==> config.mk <==
export PLATFORM = sky130hd
export DESIGN_NAME = cnn_layer_accel_result_packer_flat
export DESIGN_NICKNAME = d
export VERILOG_FILES = /design/src/rtl/cnn_layer_accel_result_packer_if.sv /design/src/rtl/cnn_layer_accel_result_packer.sv /design/src/flat_wrapper.sv
export SDC_FILE = /design/constraint.sdc
export NUM_CORES = 1
export LEC_CHECK = 0
export CORE_MARGIN = 8
export CORE_UTILIZATION = 25
export CTS_CLUSTER_DIAMETER = 80
export DETAILED_ROUTE_END_ITERATION = 8
export PLACE_DENSITY = 0.39
export SYNTH_ARGS = -nofsm -noshare
export SYNTH_HDL_FRONTEND = slang
export SYNTH_SLANG_ARGS = --single-unit
export TNS_END_PERCENT = 20
==> constraint.sdc <==
create_clock -name clk_core -period 5 [get_ports clk_core]
set_input_delay 0.75 -clock clk_core [delete_from_list [all_inputs] [get_ports clk_core]]
set_output_delay 0.75 -clock clk_core [all_outputs]
set_load 0.03 [all_outputs]
==> src/rtl/cnn_layer_accel_result_packer_if.sv <==
// Handshake and status bundle between the quad result port, the packer and the output writer.
interface cnn_layer_accel_result_packer_if #(
  parameter int unsigned C_RESULT_WIDTH = 16,
  parameter int unsigned C_PACK_FACTOR  = 8,
  parameter int unsigned C_OUT_WIDTH    = 128,
  parameter int unsigned C_DIM_WIDTH    = 10,
  parameter int unsigned C_DEPTH_WIDTH  = 7
);
  logic                      cfg_valid;
  logic                      cfg_ready;
  logic [C_DIM_WIDTH-1:0]    cfg_num_output_rows;
  logic [C_DIM_WIDTH-1:0]    cfg_num_output_cols;
  logic [C_DEPTH_WIDTH-1:0]  cfg_num_kernel;
  logic                      cfg_error;

  logic                      result_valid;
  logic                      result_accept;
  logic [C_RESULT_WIDTH-1:0] result_data;

  logic                      out_valid;
  logic                      out_ready;
  logic [C_OUT_WIDTH-1:0]    out_data;
  logic [C_PACK_FACTOR-1:0]  out_keep;
  logic                      out_last;

  logic [C_DIM_WIDTH-1:0]    output_row;
  logic [C_DIM_WIDTH-1:0]    output_col;
  logic [C_DEPTH_WIDTH-1:0]  output_depth;
  logic                      job_done;

  // Producer/consumer side: drives configuration, results and out_ready.
  modport master (
    output cfg_valid, cfg_num_output_rows, cfg_num_output_cols, cfg_num_kernel,
    output result_valid, result_data, out_ready,
    input  cfg_ready, cfg_error, result_accept,
    input  out_valid, out_data, out_keep, out_last,
    input  output_row, output_col, output_depth, job_done
  );

  // Packer side.
  modport slave (
    input  cfg_valid, cfg_num_output_rows, cfg_num_output_cols, cfg_num_kernel,
    input  result_valid, result_data, out_ready,
    output cfg_ready, cfg_error, result_accept,
    output out_valid, out_data, out_keep, out_last,
    output output_row, output_col, output_depth, job_done
  );
endinterface

==> src/rtl/cnn_layer_accel_result_packer.sv <==
// Packs quad results into wide output words with lane-keep and end-of-job marker,
// tracking the row/col/depth of the next result and buffering words in a small shift FIFO.
module cnn_layer_accel_result_packer #(
  parameter int unsigned C_RESULT_WIDTH = 16,
  parameter int unsigned C_PACK_FACTOR  = 8,
  parameter int unsigned C_OUT_WIDTH    = 128,
  parameter int unsigned C_FIFO_DEPTH   = 2,
  parameter int unsigned C_DIM_WIDTH    = 10,
  parameter int unsigned C_DEPTH_WIDTH  = 7
) (
  input logic clk_core,
  input logic rst,
  cnn_layer_accel_result_packer_if.slave bus
);

  localparam int unsigned LANE_W = (C_PACK_FACTOR > 1) ? $clog2(C_PACK_FACTOR) : 1;
  localparam int unsigned CNT_W  = $clog2(C_FIFO_DEPTH + 1);
  localparam int unsigned IDX_W  = $clog2(C_FIFO_DEPTH);

  typedef enum logic [1:0] {
    S_IDLE  = 2'd0,
    S_RUN   = 2'd1,
    S_DRAIN = 2'd2
  } state_e;

  typedef logic [C_PACK_FACTOR-1:0][C_RESULT_WIDTH-1:0] lanes_t;

  typedef struct packed {
    lanes_t                   data;
    logic [C_PACK_FACTOR-1:0] keep;
    logic                     last;
  } word_t;

  state_e                   state_q, state_d;
  logic [C_DIM_WIDTH-1:0]   rows_q, rows_d;
  logic [C_DIM_WIDTH-1:0]   cols_q, cols_d;
  logic [C_DEPTH_WIDTH-1:0] kern_q, kern_d;
  logic [C_DIM_WIDTH-1:0]   row_q, row_d;
  logic [C_DIM_WIDTH-1:0]   col_q, col_d;
  logic [C_DEPTH_WIDTH-1:0] dep_q, dep_d;
  logic [LANE_W-1:0]        lane_q, lane_d;
  lanes_t                   pack_q, pack_d;
  logic [C_PACK_FACTOR-1:0] keep_q, keep_d;
  word_t                    fifo_q [C_FIFO_DEPTH];
  word_t                    fifo_d [C_FIFO_DEPTH];
  logic [C_FIFO_DEPTH-1:0]  vld_q, vld_d;
  logic [CNT_W-1:0]         cnt_q, cnt_d;
  logic                     cfg_ready_q, cfg_ready_d;
  logic                     accept_q, accept_d;
  logic                     cfg_error_q, cfg_error_d;
  logic                     job_done_q, job_done_d;

  logic                     accept_fire;
  logic                     pop;
  logic                     last_beat;
  logic                     push;
  lanes_t                   word_data;
  logic [C_PACK_FACTOR-1:0] word_keep;
  word_t                    new_word;
  logic [IDX_W-1:0]         wr_idx;

  // Beat decode and the word that would be pushed if this beat completes one.
  always_comb begin
    accept_fire = bus.result_valid & accept_q;
    pop         = vld_q[0] & bus.out_ready;
    last_beat   = accept_fire
                & (row_q == rows_q - C_DIM_WIDTH'(1))
                & (col_q == cols_q - C_DIM_WIDTH'(1))
                & (dep_q == kern_q - C_DEPTH_WIDTH'(1));
    push        = accept_fire & ((lane_q == LANE_W'(C_PACK_FACTOR - 1)) | last_beat);

    word_data            = pack_q;
    word_data[lane_q]    = bus.result_data;
    word_keep            = keep_q;
    word_keep[lane_q]    = 1'b1;
    new_word.data        = word_data;
    new_word.keep        = word_keep;
    new_word.last        = last_beat;
  end

  // Next-state: FSM, coordinate counters, lane packing and FIFO.
  always_comb begin
    state_d     = state_q;
    rows_d      = rows_q;
    cols_d      = cols_q;
    kern_d      = kern_q;
    row_d       = row_q;
    col_d       = col_q;
    dep_d       = dep_q;
    lane_d      = lane_q;
    pack_d      = pack_q;
    keep_d      = keep_q;
    fifo_d      = fifo_q;
    vld_d       = vld_q;
    cnt_d       = cnt_q;
    cfg_error_d = 1'b0;
    job_done_d  = 1'b0;
    wr_idx      = '0;

    unique case (state_q)
      S_IDLE: begin
        if (bus.cfg_valid) begin
          if ((bus.cfg_num_output_rows == '0) || (bus.cfg_num_output_cols == '0) ||
              (bus.cfg_num_kernel == '0)) begin
            cfg_error_d = 1'b1;
          end else begin
            rows_d  = bus.cfg_num_output_rows;
            cols_d  = bus.cfg_num_output_cols;
            kern_d  = bus.cfg_num_kernel;
            row_d   = '0;
            col_d   = '0;
            dep_d   = '0;
            state_d = S_RUN;
          end
        end
      end
      S_RUN: begin
        if (last_beat) begin
          state_d = S_DRAIN;
        end
      end
      S_DRAIN: begin
        if (cnt_q == '0) begin
          job_done_d = 1'b1;
          state_d    = S_IDLE;
        end
      end
      default: state_d = S_IDLE;
    endcase

    // Depth fastest, then col, then row; the final beat wraps all three to zero.
    if (accept_fire) begin
      if (dep_q == kern_q - C_DEPTH_WIDTH'(1)) begin
        dep_d = '0;
        if (col_q == cols_q - C_DIM_WIDTH'(1)) begin
          col_d = '0;
          row_d = (row_q == rows_q - C_DIM_WIDTH'(1)) ? '0 : row_q + C_DIM_WIDTH'(1);
        end else begin
          col_d = col_q + C_DIM_WIDTH'(1);
        end
      end else begin
        dep_d = dep_q + C_DEPTH_WIDTH'(1);
      end

      if (push) begin
        pack_d = '0;
        keep_d = '0;
        lane_d = '0;
      end else begin
        pack_d = word_data;
        keep_d = word_keep;
        lane_d = lane_q + LANE_W'(1);
      end
    end

    // Entry 0 is the output register; a pop shifts everything down one slot.
    if (pop) begin
      for (int unsigned i = 0; i + 1 < C_FIFO_DEPTH; i++) begin
        fifo_d[IDX_W'(i)] = fifo_q[IDX_W'(i + 1)];
        vld_d[IDX_W'(i)]  = vld_q[IDX_W'(i + 1)];
      end
      fifo_d[IDX_W'(C_FIFO_DEPTH - 1)] = '0;
      vld_d[IDX_W'(C_FIFO_DEPTH - 1)]  = 1'b0;
    end

    if (push) begin
      wr_idx         = pop ? IDX_W'(cnt_q - CNT_W'(1)) : IDX_W'(cnt_q);
      fifo_d[wr_idx] = new_word;
      vld_d[wr_idx]  = 1'b1;
    end

    unique case ({push, pop})
      2'b10:   cnt_d = cnt_q + CNT_W'(1);
      2'b01:   cnt_d = cnt_q - CNT_W'(1);
      default: cnt_d = cnt_q;
    endcase

    cfg_ready_d = (state_d == S_IDLE);
    accept_d    = (state_d == S_RUN) && (cnt_d < CNT_W'(C_FIFO_DEPTH));
  end

  always_ff @(posedge clk_core or negedge rst) begin
    if (!rst) begin
      state_q     <= S_IDLE;
      rows_q      <= '0;
      cols_q      <= '0;
      kern_q      <= '0;
      row_q       <= '0;
      col_q       <= '0;
      dep_q       <= '0;
      lane_q      <= '0;
      pack_q      <= '0;
      keep_q      <= '0;
      for (int unsigned i = 0; i < C_FIFO_DEPTH; i++) begin
        fifo_q[IDX_W'(i)] <= '0;
      end
      vld_q       <= '0;
      cnt_q       <= '0;
      cfg_ready_q <= 1'b1;
      accept_q    <= 1'b0;
      cfg_error_q <= 1'b0;
      job_done_q  <= 1'b0;
    end else begin
      state_q     <= state_d;
      rows_q      <= rows_d;
      cols_q      <= cols_d;
      kern_q      <= kern_d;
      row_q       <= row_d;
      col_q       <= col_d;
      dep_q       <= dep_d;
      lane_q      <= lane_d;
      pack_q      <= pack_d;
      keep_q      <= keep_d;
      fifo_q      <= fifo_d;
      vld_q       <= vld_d;
      cnt_q       <= cnt_d;
      cfg_ready_q <= cfg_ready_d;
      accept_q    <= accept_d;
      cfg_error_q <= cfg_error_d;
      job_done_q  <= job_done_d;
    end
  end

  assign bus.cfg_ready     = cfg_ready_q;
  assign bus.cfg_error     = cfg_error_q;
  assign bus.result_accept = accept_q;
  assign bus.out_valid     = vld_q[0];
  assign bus.out_data      = fifo_q[0].data;
  assign bus.out_keep      = fifo_q[0].keep;
  assign bus.out_last      = fifo_q[0].last;
  assign bus.output_row    = row_q;
  assign bus.output_col    = col_q;
  assign bus.output_depth  = dep_q;
  assign bus.job_done      = job_done_q;

endmodule

==> src/flat_wrapper.sv <==
// flat-port wrapper written by rule: the top's interface ports become plain ports
module cnn_layer_accel_result_packer_flat 
#(
  parameter int unsigned C_RESULT_WIDTH = 16,
  parameter int unsigned C_PACK_FACTOR  = 8,
  parameter int unsigned C_OUT_WIDTH    = 128,
  parameter int unsigned C_FIFO_DEPTH   = 2,
  parameter int unsigned C_DIM_WIDTH    = 10,
  parameter int unsigned C_DEPTH_WIDTH  = 7
)
  (clk_core, rst, bus_cfg_valid, bus_cfg_num_output_rows, bus_cfg_num_output_cols, bus_cfg_num_kernel, bus_result_valid, bus_result_data, bus_out_ready, bus_cfg_ready, bus_cfg_error, bus_result_accept, bus_out_valid, bus_out_data, bus_out_keep, bus_out_last, bus_output_row, bus_output_col, bus_output_depth, bus_job_done);
  cnn_layer_accel_result_packer_if #(.C_RESULT_WIDTH(C_RESULT_WIDTH), .C_PACK_FACTOR(C_PACK_FACTOR), .C_OUT_WIDTH(C_OUT_WIDTH), .C_DIM_WIDTH(C_DIM_WIDTH), .C_DEPTH_WIDTH(C_DEPTH_WIDTH)) bus_i ();
  input logic clk_core;
  input logic rst;
  input wire logic [$bits(bus_i.cfg_valid)-1:0] bus_cfg_valid;
  input wire logic [$bits(bus_i.cfg_num_output_rows)-1:0] bus_cfg_num_output_rows;
  input wire logic [$bits(bus_i.cfg_num_output_cols)-1:0] bus_cfg_num_output_cols;
  input wire logic [$bits(bus_i.cfg_num_kernel)-1:0] bus_cfg_num_kernel;
  input wire logic [$bits(bus_i.result_valid)-1:0] bus_result_valid;
  input wire logic [$bits(bus_i.result_data)-1:0] bus_result_data;
  input wire logic [$bits(bus_i.out_ready)-1:0] bus_out_ready;
  output wire logic [$bits(bus_i.cfg_ready)-1:0] bus_cfg_ready;
  output wire logic [$bits(bus_i.cfg_error)-1:0] bus_cfg_error;
  output wire logic [$bits(bus_i.result_accept)-1:0] bus_result_accept;
  output wire logic [$bits(bus_i.out_valid)-1:0] bus_out_valid;
  output wire logic [$bits(bus_i.out_data)-1:0] bus_out_data;
  output wire logic [$bits(bus_i.out_keep)-1:0] bus_out_keep;
  output wire logic [$bits(bus_i.out_last)-1:0] bus_out_last;
  output wire logic [$bits(bus_i.output_row)-1:0] bus_output_row;
  output wire logic [$bits(bus_i.output_col)-1:0] bus_output_col;
  output wire logic [$bits(bus_i.output_depth)-1:0] bus_output_depth;
  output wire logic [$bits(bus_i.job_done)-1:0] bus_job_done;
  assign bus_i.cfg_valid = bus_cfg_valid;
  assign bus_i.cfg_num_output_rows = bus_cfg_num_output_rows;
  assign bus_i.cfg_num_output_cols = bus_cfg_num_output_cols;
  assign bus_i.cfg_num_kernel = bus_cfg_num_kernel;
  assign bus_i.result_valid = bus_result_valid;
  assign bus_i.result_data = bus_result_data;
  assign bus_i.out_ready = bus_out_ready;
  assign bus_cfg_ready = bus_i.cfg_ready;
  assign bus_cfg_error = bus_i.cfg_error;
  assign bus_result_accept = bus_i.result_accept;
  assign bus_out_valid = bus_i.out_valid;
  assign bus_out_data = bus_i.out_data;
  assign bus_out_keep = bus_i.out_keep;
  assign bus_out_last = bus_i.out_last;
  assign bus_output_row = bus_i.output_row;
  assign bus_output_col = bus_i.output_col;
  assign bus_output_depth = bus_i.output_depth;
  assign bus_job_done = bus_i.job_done;
  cnn_layer_accel_result_packer #(.C_RESULT_WIDTH(C_RESULT_WIDTH), .C_PACK_FACTOR(C_PACK_FACTOR), .C_OUT_WIDTH(C_OUT_WIDTH), .C_FIFO_DEPTH(C_FIFO_DEPTH), .C_DIM_WIDTH(C_DIM_WIDTH), .C_DEPTH_WIDTH(C_DEPTH_WIDTH)) u_core (.clk_core(clk_core), .rst(rst), .bus(bus_i));
endmodule
Yosys cells after proc, flatten, opt, wreduce, memory -nomap -nowiden
Cells that the tools add are included.

storage, ports and cells
  flip-flop bits (word level) = 477
  bits of input ports = 48
  output and inout port bits = 169
  word-level logic and storage cells = 143

cells by class
  multiplexer cells = 47
  bitwise logic cells = 11
  equal/unequal tests = 10
  $add $sub $neg = 9
  magnitude comparators = 7
  reductions and logical operators = 16

operators with widths
  cell                                                count
  two-way mux 274 bit                                 2
  bitwise mux 274 bit                                 1
  demux 137 bit (select 1 bit)                        1
  two-way mux 137 bit                                 1
  two-way mux 10 bit                                  13
  bitwise mux 128 bit                                 1
  two-way mux 128 bit                                 1
  demux 16 bit (select 3 bit)                         1
  two-way mux 7 bit                                   5
  adder 10 x 1 -> 10 bit, second input constant       2
  == test 10 bit                                      2
  logical NOT 10 bit                                  2
  subtractor 10 x 1 -> 10 bit, second input constant  2
  two-way mux 16 bit                                  1
  two-way mux 2 bit                                   6
  two-way mux 1 bit                                   8
  two-way mux 8 bit                                   1
  bitwise OR 8 bit                                    1
  adder 7 x 1 -> 7 bit, second input constant         1
  == test 7 bit                                       1
  logical NOT 7 bit                                   1
  subtractor 7 x 1 -> 7 bit, second input constant    1
  bitwise AND 1 bit                                   6
  == test 2 x 1 -> 1 bit, second input constant       3
  27 further kinds                                    36

Logic depth before layout (Yosys ltp)
  word-level depth = 11
  mapped depth = 15
  mapped depth without buffers = 10

Worst setup path after synthesis
Ideal clock, no wire load.

  path kind = reg2reg
  start = register u_core.kern_q[0]
  end = register u_core.fifo_q[35] (netlist name)
  stages on the path, launching flop included = 15
  data arrival time = 2.747 ns
  period minus slack after synthesis = 2.874 ns
  setup time = 0.126 ns
  required time = 4.874 ns
  slack = 2.126 ns
  buffers on the path = 4
  cell sequence = dfrtp_1 > clkbuf_1 > inv_1 > ha_1 > nor2b_1 > or3_1 > a31oi_1 > and3_1 > and2_1 > buf_4 > and3_1 > buf_2 > nor2_1 > buf_2 > a311o_1

RTL lines
  what                    line                                  text
  from (decl)             cnn_layer_accel_result_packer.sv:37   logic [C_DEPTH_WIDTH-1:0] kern_q, kern_d;
  from (signal assigned)  cnn_layer_accel_result_packer.sv:207  kern_q <= kern_d;
  to (signal assigned)    cnn_layer_accel_result_packer.sv:214  fifo_q <= fifo_d;
  to (decl)               cnn_layer_accel_result_packer.sv:44   word_t fifo_q [C_FIFO_DEPTH];

==> flow_summary.toml <==
[cts]
cts_buffer_depth = 3
post_cts_resized = 0
htree_levels = 2
numCtsBuffers = 58
clk_pin_slew_ps = 60
cts_hold_buf = 0
clk_latency_ps = 640
root_buffer = "clkbuf_16"
cts_setup_buffers = 0
cts_tree = "built"
clkSinkCount = 477

[synthesis]
yosysTopAreaCell = "dfrtp_1"
ys_types = 72
synth-edff-count = 0
ys_warn_count = 0
yosysSeqAreaShare = 0.492
synth_top_flop_cell = "dfrtp_1"
synthArstFlopShare = 1.00
synth.most_common_cell = "dfrtp_1"
synth_seq_cells = 477
postSynthAreaPerCell_um2 = 11.6
syn_area_um2 = 24300
synth_common_cells = "dfrtp_1, mux2i_1, nand2_1, buf_4, clkbuf_1"
syn_inst = 2093
synth.top_cell.area_share = 0.491
syn_nets = 2150
synth.area.top_cells = "dfrtp_1, mux2i_1, buf_4"

[critical_path]
crit_required_ps = 5510
cp_slowest_cell = "and3_1"
start_kind = "flop"
slowest_delay_ps = 560
cpMostUsedCell = "and3_1"
path_class = "reg2reg"
arrival_ps = 4490
path_max_fanout = 32
crit_chain = "inv_1 > ha_1 > nor2b_1 > or3_1 > a31oi_1 > and3_1 > and2_1 > and3_1 > nor2_4 > a311o_1"
crit_path_end_kind = "flop"

[place]
gp_congestion = 0.735
port_buffers = 216
pre_cts_slack_ps = 997
hpwlAfterDp_um = 53800

[outcome]
outcome = "complete, no violations"

[power]
pwr-share-comb = 0.023
p_int_mw = 6.51
switchingPower_mw = 1.92
total_power_mw = 8.43
swShare = 0.227
p_leak_nw = 13.0
power.density_nw_per_um2 = 295
ir_drop_mv = 0.268
clkPwrFrac = 0.519
seq_power_share = 0.458

[finish]
fillers = 9954
drive_gt1_frac = 0.116
final_core_util = 0.296
multi_input_area_um2 = 10300
nets = 2146
seq_area_um2 = 11900
syn_to_final_growth_pct = 17.5

[timing]
tightest_slew_ps = 1200
finalMaxSlewViolations = 0
finalHoldViolations = 0
finalCriticalPeriod_ps = 3980
max_freq_mhz = 251
clock_skew_ps = 31.6
max_slew_margin = 0.194
setup_slack_ps = 1020
rsz0062_at_grt = "false"
tns_ps = 0
min_period_over_period = 0.797
finalSetupViolCount = 0

[job]
drv_cap = 0

[detailed_routing]
num_vias = 16600
wire_per_inst_um = 24.3
first_iter_violations = 1127
viasPerCell = 4.86
routed_wirelength_um = 82900
antenna_left = 0
drcViolationCount = 0
first_pass_iters = 5

[floorplan]
row_count = 114
io_pins = 217
die_y_um = 328
start_util = 0.252
coreArea_um2 = 96400
die_x_um = 328
die_area_um2 = 107000

[global_routing]
grtUsageTotal = 0.150
grt-ovfl-total = 0
grt_start_max_net_pins = 101
grt_first_pass_wirelength_um = 123000
antenna_found_initial = 3
grt_pass1_vias = 17300

[min_path]
hold_path.class = "in2async"
-- worst paths after layout --
path,depth (start not counted),to,slack (ps),start
worst min register to register,2,u_core.pack_q[6],470,u_core.pack_q[6]
worst max-delay path,10,u_core.fifo_q[20],1020,u_core.kern_q[0]
min in group clk_core,2,u_core.pack_q[6],470,u_core.pack_q[6]
max in group asynchronous,2,u_core.fifo_q[10],3530,rst
worst max register to register,10,u_core.fifo_q[20],1020,u_core.kern_q[0]
worst min-delay path,1,u_core.bus.out_data[84],100,rst
-- worst max-delay path, delay by kind of cell, from the launching register on --
family | cells | cell delay [ps]
DFF | 1 | 470
AOI/OAI and AO/OA | 2 | 990
and+or+nand+nor | 6 | 2040
buffers and inverters | 1 | 70
adders and majority gates | 1 | 280
-- metrics by stage --
step / hold slack [ps] / area [um^2] / std cells
2_1_floorplan: 441 / 24300 / 2093
3_3_place_gp: 459 / 26600 / 3305
3_5_place_dp: 465 / 26600 / 3305
4_1_cts: 141 / 28500 / 3414
5_1_grt: 153 / 28500 / 3415
6_report: 102 / 28500 / 3415
-- cells by family (layout without fill, tap and decap cells) --
logic type	count (synthesis)	in the layout	share of synthesized area
adders and majority gates	9	9	0.00464
and+or+nand+nor	390	390	0.0840
AOI/OAI and AO/OA	409	409	0.143
xor gates and xnor gates	35	35	0.0126
DFF	477	477	0.492
buffers and inverters	342	387	0.0851
muxes	431	431	0.179
other	0	1	0
-- power by group through the flow --
stage,registers [mW],clock network [mW],logic [mW]
after floorplan,3.93,0,0.0240
after global placement,3.93,0,0.205
after detailed placement,3.93,0,0.208
after CTS,3.86,4.52,0.208
after global routing,3.86,4.68,0.220
final,3.86,4.37,0.197
-- layer usage --
metal  track usage  share of wire  vias to the layer above
met3        0.0292          0.049                      109
met4        0.0431          0.029                        0
met1         0.199           0.45                     8540
met2         0.246           0.47                      407
met5             0              0                        -
li1              -              -                     7536
-- cells in the final DEF (no fill, tap or decap), types with 13 or more instances in the layout --
master,instances
clkdlybuf4s50_1,215
a21oi_1,19
nand2b_1,14
inv_1,13
o22ai_1,54
clkbuf_8,13
a22o_1,98
mux2i_1,403
o22ai_2,49
buf_4,39
nand3_1,18
clkbuf_16,58
a311o_1,26
mux2_2,28
o31ai_1,31
nand2_1,169
nor2_1,34
xnor2_1,28
clkbuf_1,22
dfrtp_1,476
and3_1,73
o21ai_0,31
a221oi_1,35
-- sequential cells by signal (all words and copies together), names as in the netlist, 3 cells and up --
| register | cells |
|---|---|
| u_core.fifo_q | 137 |
| u_core.bus.out_data | 128 |
| u_core.pack_q | 128 |
| u_core.bus.output_col | 10 |
| u_core.bus.output_row | 10 |
| u_core.cols_q | 10 |
| u_core.rows_q | 10 |
| u_core.bus.out_keep | 8 |
| u_core.keep_q | 8 |
| u_core.bus.output_depth | 7 |
| u_core.kern_q | 7 |
| u_core.lane_q | 3 |
-- layout make-up --
cell class              instances  area share
clock buffers                  93      0.0600
repair buffers                264      0.0925
clock inverters                16     0.00873
inverters                      14     0.00184
well taps                    1276      0.0559
multi-input cells            1274       0.363
diodes                          1   0.0000877
flip-flops and latches        477       0.418
Note: power is estimated with default switching activity, not from simulation.
